### src/rtl/bitbakery_entrada_botoes.sv
// Conditions the raw active-low panel buttons for the BitBakery game logic:
// two-flop sync, per-channel stability-counter debounce, clean levels and press pulses.
module bitbakery_entrada_botoes #(
   parameter int unsigned DEBOUNCE = 4,  // must be >= 2
   parameter int unsigned CW       = 8
) (
   input  logic       clock,
   input  logic       reset,
   input  logic [6:0] botoes_in,
   input  logic       iniciar_in,
   output logic [6:0] botoes,
   output logic [6:0] botoes_pulso,
   output logic       iniciar,
   output logic       iniciar_nivel,
   output logic       algum_botao,
   output logic       multiplos
);

   localparam int unsigned NumCh = 8;

   logic [NumCh-1:0]         s1_q, s2_q;
   logic [NumCh-1:0]         estavel_q, estavel_d;
   logic [NumCh-1:0]         anterior_q;
   logic [NumCh-1:0][CW-1:0] cont_q, cont_d;
   logic [NumCh-1:0]         pulso;
   logic [2:0]               n_held;

   // Channel 7 is the start button; inversion makes the sync chain active-high.
   always_ff @(posedge clock) begin
      if (!reset) begin
         s1_q       <= '0;
         s2_q       <= '0;
         estavel_q  <= '0;
         anterior_q <= '0;
         cont_q     <= '0;
      end else begin
         s1_q       <= ~{iniciar_in, botoes_in};
         s2_q       <= s1_q;
         estavel_q  <= estavel_d;
         anterior_q <= estavel_q;
         cont_q     <= cont_d;
      end
   end

   // Any cycle agreeing with the stable state throws away the partial count.
   always_comb begin
      estavel_d = estavel_q;
      cont_d    = '0;
      for (int i = 0; i < NumCh; i++) begin
         if (s2_q[i] == estavel_q[i]) begin
            cont_d[i] = '0;
         end else if (cont_q[i] == CW'(DEBOUNCE - 1)) begin
            estavel_d[i] = s2_q[i];
            cont_d[i]    = '0;
         end else begin
            cont_d[i] = cont_q[i] + CW'(1);
         end
      end
   end

   always_comb begin
      n_held = '0;
      for (int i = 0; i < 7; i++) begin
         n_held = n_held + 3'(estavel_q[i]);
      end
   end

   assign pulso         = estavel_q & ~anterior_q;
   assign botoes        = estavel_q[6:0];
   assign iniciar_nivel = estavel_q[7];
   assign botoes_pulso  = pulso[6:0];
   assign iniciar       = pulso[7];
   assign algum_botao   = |pulso[6:0];
   assign multiplos     = (n_held >= 3'd2);

endmodule

### config.mk
export PLATFORM = sky130hd
export DESIGN_NAME = bitbakery_entrada_botoes
export DESIGN_NICKNAME = d
export VERILOG_FILES = /design/src/rtl/bitbakery_entrada_botoes.sv
export SDC_FILE = /design/constraint.sdc
export NUM_CORES = 1
export LEC_CHECK = 0
export BUFFER_PORTS_ARGS = -buffer_cell sky130_fd_sc_hd__buf_2
export CORE_MARGIN = 3
export CORE_UTILIZATION = 45
export CTS_CLUSTER_SIZE = 10
export DETAILED_ROUTE_END_ITERATION = 6
export PLACE_DENSITY_LB_ADDON = 0.15
export SLEW_MARGIN = 20
export SYNTH_ARGS = -nofsm -noshare
export SYNTH_HDL_FRONTEND = slang
export SYNTH_SLANG_ARGS = --single-unit
### constraint.sdc
create_clock -name clock -period 4.05 [get_ports clock]
set_clock_uncertainty 0.15 [all_clocks]
set_input_delay 0 -clock clock [delete_from_list [all_inputs] [get_ports clock]]
set_output_delay 0 -clock clock [all_outputs]
set_load 0.03 [all_outputs]
==> results.sh <==
export IMPL_grt_pass1_wl_mm=12.56
export IMPL_grt_busiest_layer="met2"
export IMPL_first_pass_iters=4
export IMPL_wl_per_cell_um=12.58
export IMPL_reg2regPathDepth=4
export IMPL_critPathMaxFanout=5
export IMPL_stdcell_count=571
export IMPL_core_area_um2=8299
export IMPL_finalCritPeriodShare_pct=83.26
export IMPL_avgSynthCellArea_um2=9.274
export IMPL_final_cell_mix="96 x dfxtp_1, 39 x nor2_1, 32 x or3_1"
export IMPL_max_vdd_ir_drop_v=0.0001854
export IMPL_max_freq_mhz=296.6
export IMPL_pin_count=28
export IMPL_synth_top_area_share_pct=49.34
export IMPL_reg2reg_from="cont_q[16]$_SDFF_PP0_"
export IMPL_drtIter0Drc=66
export IMPL_rows=33
export IMPL_cts_tree="done"
export IMPL_clk_pin_slew_ns=0.10
export IMPL_r2r_setup_slack_ns=2.04
export IMPL_min_from="iniciar_in"
export IMPL_die_area_um2=9808
export IMPL_htreeDepth=3
export IMPL_finalSetupTns_ns=0
export IMPL_period_needed_ns=3.372
export IMPL_synthToLayoutAreaGrowth_pct=13.81
export IMPL_ys_top_cells_by_area="dfxtp_1 49%, xor2_1 5.2%, or3_1 5.1%, nor2_1 3.8%, nand3_1 3.7%"
export IMPL_rsz0062_at_grt="false"
export IMPL_leakagePower_nw=1.655
export IMPL_antenna_cells=0
export IMPL_grt_pass1_vias=2836
export IMPL_dp_cells=546
export IMPL_drive_gt1_share_pct=12.23
export IMPL_cts_repair_resized=0
export IMPL_total_power_mw=1.636
export IMPL_port_buffer_count=27
export IMPL_synth_cells=420
export IMPL_timing_critical_path_to_type="output port"
export IMPL_drc=0
export IMPL_holdPathStages=3
export IMPL_yosys_register_bits=96
export IMPL_use_met2_pct=25.10
export IMPL_grt_max_degree=27
export IMPL_ant_nets=0
export IMPL_finalNetCount=483
export IMPL_synth_yosys_seq_area_share_pct=49.34
export IMPL_dp_hpwl_mm=5.126
export IMPL_hold_class="in2reg"
export IMPL_setup_viol_count_final=0
export IMPL_vias=2893
export IMPL_cts_sinks=96
export IMPL_initial_utilization_pct=46.93
export IMPL_crit_required_ns=3.90
export IMPL_holdWs_ns=0.1688
export IMPL_synth_top_cell_by_area="dfxtp_1"
export IMPL_track_usage_pct=15.67
export IMPL_cts_buffer_depth=2
export IMPL_wl_mm=7.186
export IMPL_met3_usage_pct=3.963
export IMPL_power_density_nw_per_um2=369.0
export IMPL_status="finished clean"
export IMPL_cts_buffers=9
export IMPL_fp_dieH_um=99.04
export IMPL_final_cell_area_um2=4433
export IMPL_netlist_area_um2=3895
export IMPL_max_cap_violations=0
export IMPL_hold_end="s1_q[7]$_SDFF_PN0_"
export IMPL_finalHoldViolCount=0
export IMPL_cp_data_arrival_time_ns=3.22
export IMPL_antenna_found_initial=0
export IMPL_via_per_inst=5.067
export IMPL_dpl_instance_area_um2=4138
export IMPL_yosys_warnings=0
export IMPL_worstSetupPathType="reg2out"
export IMPL_grt_overflow=0
export IMPL_worst_slew_pin_slew_ns=0.5911
export IMPL_layout_commonest_cell="dfxtp_1"
export IMPL_dieWidth_um=99.04
export IMPL_place_gp_congestion=0.7581
export IMPL_root_buffer="clkbuf_8"
export IMPL_met1_usage_pct=20.12
export IMPL_worstReg2RegEnd="cont_q[18]$_SDFF_PP0_"
export IMPL_slew_violations=0
export IMPL_synth_cell_type_count=36
export IMPL_syn_nets=442
export IMPL_insertion_delay_ns=0.36
export IMPL_slew_headroom_pct=60.42
export IMPL_crit_path_start_kind="flip-flop"
==> how the worst max path moves through the flow <==
stage                     slack (ns)         to  depth (start not counted)                 startpoint
after detailed placement        1.06  multiplos                          9  estavel_q[0]$_SDFFE_PN0P_
after global routing            0.53  multiplos                          9  estavel_q[0]$_SDFFE_PN0P_
final                           0.68  multiplos                          9  estavel_q[0]$_SDFFE_PN0P_
after floorplan                 0.99  multiplos                          8  estavel_q[0]$_SDFFE_PN0P_
after CTS                       0.64  multiplos                          9  estavel_q[0]$_SDFFE_PN0P_
after global placement          1.06  multiplos                          9  estavel_q[0]$_SDFFE_PN0P_
==> where the power goes <==
group / total [mW] / leakage (nW) / switching [mW] / internal (mW)
Combinational: 0.0340 / 0.780 / 0.0184 / 0.0156
Sequential: 0.958 / 0.777 / 0.00525 / 0.953
Clock: 0.644 / 0.0989 / 0.339 / 0.305
Total: 1.64 / 1.66 / 0.363 / 1.27
==> cell families after synthesis <==
logic type,count (synthesis),share of synthesized area [%]
AO/OA/AOI/OAI,72,11.11
XOR/XNOR,30,6.746
adder cells (fa/ha/maj),12,4.433
buffers and inverters,29,2.826
flip-flops,96,49.34
multiplexers,1,0.2570
AND/OR/NAND/NOR,180,25.28
==> registers in the layout, summed over array words and instances, names as in the netlist <==
register    cells
cont_q         64
s1_q            8
estavel_q       8
s2_q            8
anterior_q      8
==> synthesized netlist by cell type (all sizes together) <==
library cell / count
inv: 22
o41ai: 1
nand3: 29
nor4: 4
fa: 3
nand2: 24
clkbuf: 4
a21bo: 1
nor3: 7
dfxtp: 96
and2: 14
a211oi: 7
o211ai: 5
or3: 32
and3: 1
or4: 2
o31ai: 1
nor2b: 9
xor2: 23
or2: 2
a21o: 2
xnor2: 7
ha: 9
buf: 2
nor3b: 5
or4b: 4
a21oi: 25
o311ai: 1
clkinv: 1
o21ai: 29
nor2: 39
nand4: 8
mux2i: 1
==> metrics by stage <==
step	worst slack, ns	utilization [%]
finish	0.6780	53.41
detailed placement	1.061	49.86
CTS	0.6415	53.41
floorplan	0.9933	-
global route	0.5295	53.41
global placement	1.059	49.86
==> critical path, cell delays in order (launching register included) <==
cell     delay, ns
dfxtp_1       0.39
inv_1         0.10
fa_1          0.49
fa_1          0.49
inv_1         0.04
ha_1          0.26
a21o_1        0.18
fa_1          0.43
or2_2         0.32
buf_2         0.18
==> per-layer routing <==
| layer | up-vias | routed length [um] |
|---|---|---|
| met3 | 10 | 256 |
| met4 | 0 | 124 |
| li1 | 1539 | - |
| met5 | - | 0 |
| met2 | 30 | 3209 |
| met1 | 1314 | 3595 |
==> final cells by class <==
| class | instances | area (um2) |
|---|---|---|
| clock buffers | 10 | 137.6 |
| clock inverters | 6 | 67.56 |
| repair buffers | 36 | 225.2 |
| well taps | 105 | 131.4 |
| multi-input cells | 295 | 1863 |
| fillers | 767 | 3866 |
| inverters | 23 | 86.33 |
| flip-flops and latches | 96 | 1922 |
==> timing repair <==
item / in CTS / in global routing
buffers inserted: 0 / 0
endpoints found under the hold margin: 11 / 0
hold buffers: 9 / 0
Power figures use the tool's default switching activity.
